==> src/rtl/ex_muldiv_unit_pkg.sv <==
// Shared definitions for the EX-stage multiply/divide unit: funct codes
// decoded by the unit and the FSM state encoding.
package ex_muldiv_unit_pkg;

   localparam logic [5:0] FN_MFHI  = 6'h10;
   localparam logic [5:0] FN_MTHI  = 6'h11;
   localparam logic [5:0] FN_MFLO  = 6'h12;
   localparam logic [5:0] FN_MTLO  = 6'h13;
   localparam logic [5:0] FN_MULT  = 6'h18;
   localparam logic [5:0] FN_MULTU = 6'h19;
   localparam logic [5:0] FN_DIV   = 6'h1A;
   localparam logic [5:0] FN_DIVU  = 6'h1B;

   typedef enum logic [1:0] {
      ST_IDLE = 2'd0,
      ST_MUL  = 2'd1,
      ST_DIV  = 2'd2,
      ST_FIX  = 2'd3
   } state_t;

   function automatic logic is_signed_op(input logic [5:0] f);
      return (f == FN_MULT) || (f == FN_DIV);
   endfunction

endpackage

==> src/rtl/ex_muldiv_unit_signfix.sv <==
// Sign handling around the unsigned iterative core: magnitude and result-sign
// extraction on entry, negation and divide-by-zero selection on exit.
module ex_muldiv_unit_signfix #(
   parameter int WIDTH = 32
) (
   input  logic             i_signed,
   input  logic [WIDTH-1:0] i_a,
   input  logic [WIDTH-1:0] i_b,
   output logic [WIDTH-1:0] o_abs_a,
   output logic [WIDTH-1:0] o_abs_b,
   output logic             o_neg_q,
   output logic             o_neg_r,

   input  logic             i_is_mul,
   input  logic             i_div0,
   input  logic             i_fix_neg_q,
   input  logic             i_fix_neg_r,
   input  logic [WIDTH-1:0] i_raw_a,
   input  logic [WIDTH-1:0] i_acc,
   input  logic [WIDTH-1:0] i_mq,
   output logic [WIDTH-1:0] o_hi,
   output logic [WIDTH-1:0] o_lo
);

   logic [2*WIDTH-1:0] w_prod;
   logic [2*WIDTH-1:0] w_prod_fix;

   // |-2^(W-1)| = 2^(W-1) fits exactly in an unsigned WIDTH-bit magnitude.
   assign o_abs_a = (i_signed && i_a[WIDTH-1]) ? -i_a : i_a;
   assign o_abs_b = (i_signed && i_b[WIDTH-1]) ? -i_b : i_b;
   assign o_neg_q = i_signed && (i_a[WIDTH-1] ^ i_b[WIDTH-1]);
   assign o_neg_r = i_signed && i_a[WIDTH-1];

   assign w_prod     = {i_acc, i_mq};
   assign w_prod_fix = i_fix_neg_q ? -w_prod : w_prod;

   // NOTE: every output gets a default first, so no path leaves a latch behind.
   always_comb begin
      o_hi = '0;
      o_lo = '0;
      if (i_is_mul) begin
         {o_hi, o_lo} = w_prod_fix;
      end else if (i_div0) begin
         o_hi = i_raw_a;
         o_lo = '1;
      end else begin
         o_lo = i_fix_neg_q ? -i_mq  : i_mq;
         o_hi = i_fix_neg_r ? -i_acc : i_acc;
      end
   end

endmodule

==> src/rtl/ex_muldiv_unit.sv <==
// Iterative MULT/MULTU/DIV/DIVU unit owning HI/LO; one bit per cycle plus a
// final sign-fix cycle, with MTHI/MTLO serviced directly from IDLE.
module ex_muldiv_unit
   import ex_muldiv_unit_pkg::*;
#(
   parameter int WIDTH = 32
) (
   input  logic             clk,
   input  logic             reset,
   input  logic             start,
   input  logic [5:0]       funct,
   input  logic [WIDTH-1:0] bus_a,
   input  logic [WIDTH-1:0] bus_b,
   input  logic             flush,
   output logic             busy,
   output logic             done,
   output logic [WIDTH-1:0] hi_out,
   output logic [WIDTH-1:0] lo_out
);

   localparam int            CW   = $clog2(WIDTH);
   localparam logic [CW-1:0] LAST = CW'(WIDTH - 1);

   state_t           r_state;
   state_t           w_next_state;
   logic [CW-1:0]    r_cnt;
   logic [WIDTH-1:0] r_opa;
   logic [WIDTH-1:0] r_opb;
   logic [WIDTH-1:0] r_mq;
   logic [WIDTH:0]   r_acc;
   logic [WIDTH-1:0] r_raw_a;
   logic [WIDTH-1:0] r_hi;
   logic [WIDTH-1:0] r_lo;
   logic             r_neg_q;
   logic             r_neg_r;
   logic             r_is_mul;
   logic             r_div0;
   logic             r_busy;
   logic             r_done;

   logic             w_idle_go;
   logic             w_mul_op;
   logic             w_div_op;
   logic             w_mthi;
   logic             w_mtlo;
   logic [WIDTH-1:0] w_abs_a;
   logic [WIDTH-1:0] w_abs_b;
   logic             w_neg_q;
   logic             w_neg_r;
   logic [WIDTH-1:0] w_fix_hi;
   logic [WIDTH-1:0] w_fix_lo;
   logic [WIDTH:0]   w_mul_sum;
   logic [WIDTH:0]   w_div_shift;
   logic [WIDTH:0]   w_div_diff;

   assign busy   = r_busy;
   assign done   = r_done;
   assign hi_out = r_hi;
   assign lo_out = r_lo;

   // A flush in IDLE suppresses both operation accept and MT* writes.
   assign w_idle_go = (r_state == ST_IDLE) && start && !flush;

   always_comb begin
      w_mul_op = 1'b0;
      w_div_op = 1'b0;
      w_mthi   = 1'b0;
      w_mtlo   = 1'b0;
      if (w_idle_go) begin
         case (funct)
            FN_MULT, FN_MULTU: w_mul_op = 1'b1;
            FN_DIV,  FN_DIVU:  w_div_op = 1'b1;
            FN_MTHI:           w_mthi   = 1'b1;
            FN_MTLO:           w_mtlo   = 1'b1;
            FN_MFHI, FN_MFLO:  ;
            default:           ;
         endcase
      end
   end

   always_comb begin
      w_next_state = r_state;
      case (r_state)
         ST_IDLE: begin
            if (w_mul_op)      w_next_state = ST_MUL;
            else if (w_div_op) w_next_state = ST_DIV;
         end
         ST_MUL, ST_DIV: begin
            if (flush)              w_next_state = ST_IDLE;
            else if (r_cnt == LAST) w_next_state = ST_FIX;
         end
         ST_FIX:  w_next_state = ST_IDLE;
         default: w_next_state = ST_IDLE;
      endcase
   end

   // Multiply keeps {acc, mq} as the partial product shifting right; divide
   // keeps acc as partial remainder and mq as dividend-in / quotient-out.
   assign w_mul_sum   = r_mq[0] ? (r_acc + {1'b0, r_opa}) : r_acc;
   assign w_div_shift = {r_acc[WIDTH-1:0], r_mq[WIDTH-1]};
   assign w_div_diff  = w_div_shift - {1'b0, r_opb};

   ex_muldiv_unit_signfix #(
      .WIDTH (WIDTH)
   ) u_signfix (
      .i_signed    (is_signed_op(funct)),
      .i_a         (bus_a),
      .i_b         (bus_b),
      .o_abs_a     (w_abs_a),
      .o_abs_b     (w_abs_b),
      .o_neg_q     (w_neg_q),
      .o_neg_r     (w_neg_r),
      .i_is_mul    (r_is_mul),
      .i_div0      (r_div0),
      .i_fix_neg_q (r_neg_q),
      .i_fix_neg_r (r_neg_r),
      .i_raw_a     (r_raw_a),
      .i_acc       (r_acc[WIDTH-1:0]),
      .i_mq        (r_mq),
      .o_hi        (w_fix_hi),
      .o_lo        (w_fix_lo)
   );

   // NOTE: non-blocking assignments throughout, so every register samples
   // the pre-edge values of the others regardless of statement order.
   always_ff @(posedge clk) begin
      if (!reset) begin
         r_state  <= ST_IDLE;
         r_cnt    <= '0;
         r_opa    <= '0;
         r_opb    <= '0;
         r_mq     <= '0;
         r_acc    <= '0;
         r_raw_a  <= '0;
         r_hi     <= '0;
         r_lo     <= '0;
         r_neg_q  <= 1'b0;
         r_neg_r  <= 1'b0;
         r_is_mul <= 1'b0;
         r_div0   <= 1'b0;
         r_busy   <= 1'b0;
         r_done   <= 1'b0;
      end else begin
         r_state <= w_next_state;
         r_busy  <= (w_next_state != ST_IDLE);
         r_done  <= (r_state == ST_FIX) && !flush;

         if (w_mul_op || w_div_op) begin
            r_opa    <= w_abs_a;
            r_opb    <= w_abs_b;
            r_mq     <= w_mul_op ? w_abs_b : w_abs_a;
            r_acc    <= '0;
            r_cnt    <= '0;
            r_neg_q  <= w_neg_q;
            r_neg_r  <= w_neg_r;
            r_is_mul <= w_mul_op;
            r_div0   <= (bus_b == '0);
            r_raw_a  <= bus_a;
         end

         if (w_mthi) r_hi <= bus_a;
         if (w_mtlo) r_lo <= bus_a;

         case (r_state)
            ST_MUL: begin
               if (!flush) begin
                  r_acc <= {1'b0, w_mul_sum[WIDTH:1]};
                  r_mq  <= {w_mul_sum[0], r_mq[WIDTH-1:1]};
                  r_cnt <= r_cnt + CW'(1);
               end
            end
            ST_DIV: begin
               if (!flush) begin
                  if (!w_div_diff[WIDTH]) begin
                     r_acc <= w_div_diff;
                     r_mq  <= {r_mq[WIDTH-2:0], 1'b1};
                  end else begin
                     r_acc <= w_div_shift;
                     r_mq  <= {r_mq[WIDTH-2:0], 1'b0};
                  end
                  r_cnt <= r_cnt + CW'(1);
               end
            end
            ST_FIX: begin
               if (!flush) begin
                  r_hi <= w_fix_hi;
                  r_lo <= w_fix_lo;
               end
            end
            default: ;
         endcase
      end
   end

endmodule

==> config.mk <==
export PLATFORM = sky130hd
export DESIGN_NAME = ex_muldiv_unit
export DESIGN_NICKNAME = d
export VERILOG_FILES = /design/src/rtl/ex_muldiv_unit_pkg.sv /design/src/rtl/ex_muldiv_unit_signfix.sv /design/src/rtl/ex_muldiv_unit.sv
export SDC_FILE = /design/constraint.sdc
export NUM_CORES = 1
export LEC_CHECK = 0
export CAP_MARGIN = 20
export CORE_UTILIZATION = 55
export DETAILED_ROUTE_END_ITERATION = 8
export DONT_BUFFER_PORTS = 1
export PLACE_DENSITY_LB_ADDON = 0.05
export SLEW_MARGIN = 40
export SYNTH_ARGS = -nofsm -noshare
export SYNTH_HDL_FRONTEND = slang
export SYNTH_SLANG_ARGS = --single-unit
==> constraint.sdc <==
create_clock -name clk -period 6.2 [get_ports clk]
set_clock_uncertainty 0.15 [all_clocks]
set_input_delay 0.62 -clock clk [delete_from_list [all_inputs] [get_ports clk]]
set_output_delay 0.62 -clock clk [all_outputs]
set_load 0.03 [all_outputs]
==> impl_metrics.xml <==
<?xml version="1.0" encoding="UTF-8"?>
<metrics>
  <group name="setup_path">
    <metric name="worstSetupPathType" unit="">reg2reg</metric>
    <metric name="critical-path-max-stage-delay" unit="ns">0.56</metric>
    <metric name="critical_path.n_buffers_inverters" unit="">1</metric>
    <metric name="worstPathArrival" unit="ns">5.39</metric>
    <metric name="cpLargestDelayFamily" unit="">compound AO/OA/AOI/OAI gates</metric>
    <metric name="critical_path.slowest_cell" unit="">dfxtp_1</metric>
    <metric name="timing.critical_path.to_type" unit="">flip-flop</metric>
    <metric name="crit_path_start_kind" unit="">flip-flop</metric>
    <metric name="critical_path_required" unit="ns">6.51</metric>
    <metric name="cp_cell_sequence" unit="">inv_1 &gt; fa_1 &gt; nand2b_1 &gt; a21oi_1 &gt; a31oi_1 &gt; o21a_1 &gt; o21ai_0 &gt; a21oi_1 &gt; nor3b_1 &gt; o21ai_0 &gt; a21oi_1 &gt; ha_1 &gt; and2_1 &gt; nand2_1 &gt; nor3_1 &gt; a221oi_1 &gt; o21ai_0 &gt; o31a_1</metric>
    <metric name="cp_max_fo" unit="">10</metric>
  </group>
  <group name="logic_synthesis">
    <metric name="synthesis.instances" unit="">2408</metric>
    <metric name="synth.distinct_cells" unit="">83</metric>
    <metric name="netlist_top_cells_area" unit="">dfxtp_1 (26%), nand2_1 (8.3%), ha_1 (5.2%)</metric>
    <metric name="post_synth.cell_area_avg" unit="sq um">7.57</metric>
    <metric name="synth-seq-cells" unit="">237</metric>
    <metric name="synth_flop_cell" unit="">dfxtp_1</metric>
    <metric name="synth-seq-area-share" unit="%">26.0</metric>
    <metric name="synth_enable_flop_cells" unit="">0</metric>
    <metric name="yosys.area.top_type" unit="">dfxtp_1</metric>
    <metric name="mappedNetlistArea" unit="sq mm">0.0182</metric>
    <metric name="yosys_warnings" unit="">0</metric>
    <metric name="synth.top_cell.area_share" unit="%">26.0</metric>
    <metric name="postSynthNetCount" unit="">2560</metric>
    <metric name="synth_async_sr_flop_share" unit="%">0</metric>
  </group>
  <group name="sta">
    <metric name="post-route-min-period" unit="ns">5.08</metric>
    <metric name="tightest_slew" unit="ns">0.994</metric>
    <metric name="fmax" unit="MHz">197</metric>
    <metric name="grt_setup_unrepaired" unit="">false</metric>
    <metric name="setup_ws" unit="ns">1.12</metric>
    <metric name="timing.final.max_slew_violations" unit="">0</metric>
    <metric name="fin_tns_setup" unit="ns">0</metric>
    <metric name="setup_viol_count_final" unit="">0</metric>
    <metric name="hold_viol" unit="">0</metric>
    <metric name="max-slew-margin-rel" unit="%">33.3</metric>
    <metric name="final_min_period_over_clock_period" unit="%">82.0</metric>
  </group>
  <group name="cts">
    <metric name="clock_tree.buffer_depth" unit="">3</metric>
    <metric name="clk_latency" unit="ns">0.57</metric>
    <metric name="clkTransAtPathRegs" unit="ns">0.06</metric>
    <metric name="tritoncts_clock_tree" unit="">built</metric>
    <metric name="htree_levels" unit="">1</metric>
    <metric name="number_of_buffers_created_by_cts" unit="">29</metric>
    <metric name="cts_setup_buffers" unit="">0</metric>
    <metric name="cts.sinks" unit="">237</metric>
    <metric name="cts_hold_repair.buffers" unit="">0</metric>
    <metric name="cts.root.buffer_cell" unit="">clkbuf_16</metric>
    <metric name="post_cts.resized_instances" unit="">0</metric>
  </group>
  <group name="detailed_routing">
    <metric name="postRouteWirelength" unit="mm">66.4</metric>
    <metric name="routed-wl-met3" unit="mm">7.14</metric>
    <metric name="antenna_violating_nets_post_route" unit="">0</metric>
    <metric name="detailroute.via_count" unit="">17900</metric>
    <metric name="topRoutingLayerUsed" unit="">met4</metric>
    <metric name="detail_route.drc_violations" unit="">0</metric>
    <metric name="wl_per_cell" unit="um">24.2</metric>
    <metric name="wl_met2" unit="mm">27.2</metric>
    <metric name="dr.first_iter.drc_count" unit="">2325</metric>
    <metric name="avgViaCountPerCell" unit="">6.53</metric>
    <metric name="detail_route.wirelength.met1" unit="mm">28.4</metric>
    <metric name="first_pass_iters" unit="">6</metric>
  </group>
  <group name="power">
    <metric name="vdd_ir_drop_max" unit="mV">0.230</metric>
    <metric name="switching_share" unit="%">26.0</metric>
    <metric name="power.share.sequential" unit="%">41.9</metric>
    <metric name="power.combinational.fraction" unit="%">9.4</metric>
    <metric name="netSwitchingPower" unit="mW">0.960</metric>
    <metric name="p_int" unit="mW">2.74</metric>
    <metric name="power.leakage" unit="nW">8.22</metric>
    <metric name="clock_power_share" unit="%">48.7</metric>
    <metric name="power-per-cell-area" unit="mW/mm^2">191</metric>
  </group>
  <group name="grt">
    <metric name="grt_max_degree" unit="">198</metric>
    <metric name="grt_antenna_before_repair" unit="">1</metric>
    <metric name="gr-total-overflow" unit="">0</metric>
    <metric name="first_global_vias" unit="">16100</metric>
    <metric name="grt.total_usage" unit="%">38.5</metric>
    <metric name="grt_first_pass_wirelength" unit="mm">99.0</metric>
  </group>
  <group name="floorplanning">
    <metric name="die_area" unit="sq mm">0.0339</metric>
    <metric name="core_outline_area" unit="sq mm">0.0325</metric>
    <metric name="row_count" unit="">66</metric>
    <metric name="boundaryPins" unit="">140</metric>
    <metric name="die-width" unit="um">184</metric>
    <metric name="fp.dieH" unit="um">184</metric>
    <metric name="start_util" unit="%">56.0</metric>
  </group>
  <group name="finish">
    <metric name="nFillCells" unit="">3134</metric>
    <metric name="syn_to_final_growth" unit="%">5.97</metric>
    <metric name="layout_commonest_cell" unit="">nand2_1</metric>
    <metric name="drive_gt1_share" unit="%">7.13</metric>
    <metric name="post-route-cell-area" unit="sq mm">0.0193</metric>
    <metric name="final_net_count" unit="">2431</metric>
    <metric name="layout.cells.most_common_list" unit="">nand2_1 (401), dfxtp_1 (235), a21oi_1 (170)</metric>
    <metric name="regArea" unit="sq mm">0.00475</metric>
    <metric name="multi_input_gate_area_in_the_final_layout" unit="sq mm">0.0125</metric>
  </group>
  <group name="worst_hold_path">
    <metric name="hold_path_class" unit="">in2reg</metric>
  </group>
  <group name="placed_design">
    <metric name="dpl_worst_slack" unit="ns">1.28</metric>
    <metric name="port_buffers" unit="">0</metric>
    <metric name="post-dp-hpwl" unit="mm">49.5</metric>
    <metric name="place_area" unit="sq mm">0.0183</metric>
    <metric name="gp_congestion" unit="">0.961</metric>
  </group>
  <group name="flow_run">
    <metric name="timing.max_cap.violations" unit="">0</metric>
  </group>
  <group name="status">
    <metric name="status" unit="">finished, final reports clean</metric>
  </group>
</metrics>
-- Yosys cell counts, types with 11 or more instances --
| cell | number |
|---|---|
| nand3_1 | 49 |
| a22oi_1 | 46 |
| and2_1 | 37 |
| or3_1 | 17 |
| o21ai_0 | 152 |
| nor3_1 | 27 |
| nand4_1 | 14 |
| o21a_1 | 18 |
| nor2_1 | 134 |
| o211a_1 | 61 |
| a21o_1 | 28 |
| or4_1 | 11 |
| dfxtp_1 | 237 |
| a31oi_1 | 26 |
| o221ai_1 | 12 |
| a211oi_1 | 19 |
| ha_1 | 76 |
| nor2b_1 | 27 |
| xor2_1 | 92 |
| mux2_2 | 40 |
| nand2_1 | 402 |
| xnor2_1 | 107 |
| nor4_1 | 16 |
| o41ai_1 | 11 |
| mux2i_1 | 56 |
| inv_1 | 66 |
| nand2b_1 | 17 |
| o22ai_1 | 14 |
| a21boi_0 | 45 |
| and3_1 | 16 |
| o21ai_1 | 12 |
| clkbuf_1 | 166 |
| o211ai_1 | 24 |
| a21oi_1 | 170 |
| o31ai_1 | 22 |
-- state kept, by name (all words and copies together) (netlist names), 2 cells and up --
register  flops
r_raw_a      31
r_cnt         5
r_opb        32
lo_out       32
r_acc        33
hi_out       32
r_mq         32
r_state       2
r_opa        32
-- through the flow --
stage | utilization, % | hold slack, ns | total power [mW] | std cells
final | 59.4 | 0.0419 | 3.70 | 2744
after global routing | 59.4 | 0.0353 | 3.79 | 2744
after CTS | 59.3 | 0.0204 | 3.69 | 2742
after detailed placement | 56.2 | 0.300 | 1.92 | 2689
after global placement | 56.0 | 0.289 | 1.91 | 2687
after floorplan | - | 0.274 | 1.83 | 2408
-- worst paths after layout --
check           endpoint  cells past startpoint   startpoint  slack, ns
max reg2reg    r_acc[30]                     18     r_acc[0]       1.12
min            r_opa[24]                      1        reset       0.04
min reg2reg  r_raw_a[12]                      2  r_raw_a[12]       0.32
max            r_acc[30]                     18     r_acc[0]       1.12
-- final cells by class --
| cell class | count | share of cell area, % |
|---|---|---|
| multi-input cells | 1917 | 64.8 |
| flip-flops and latches | 237 | 24.6 |
| clock buffers | 42 | 4.48 |
| well taps | 442 | 2.86 |
| inverters | 66 | 1.28 |
| repair buffers | 28 | 1.26 |
| clock inverters | 11 | 0.699 |
| diodes | 1 | 0.0130 |
-- cells by family after synthesis --
group	Yosys count	share of synthesized area, %
compound gates	732	27.0
xor+xnor	199	9.56
fa+ha+maj	78	5.44
buf+inv	254	5.59
flops	237	26.0
mux	96	5.55
simple gates	812	20.9
-- per-layer routing --
metal | track usage, % | vias up
li1 | - | 8327
met1 | 54.2 | 8476
met2 | 56.2 | 979
met3 | 6.20 | 126
met4 | 19.4 | 0
met5 | 0 | -
-- power by group through the flow --
| stage | combinational [mW] | clock (mW) | sequential, mW |
|---|---|---|---|
| floorplan | 0.255 | 0 | 1.57 |
| global placement | 0.334 | 0 | 1.58 |
| detailed placement | 0.335 | 0 | 1.58 |
| CTS | 0.337 | 1.81 | 1.55 |
| global route | 0.368 | 1.87 | 1.55 |
| finish | 0.349 | 1.80 | 1.55 |
Power figures use the tool's default switching activity.
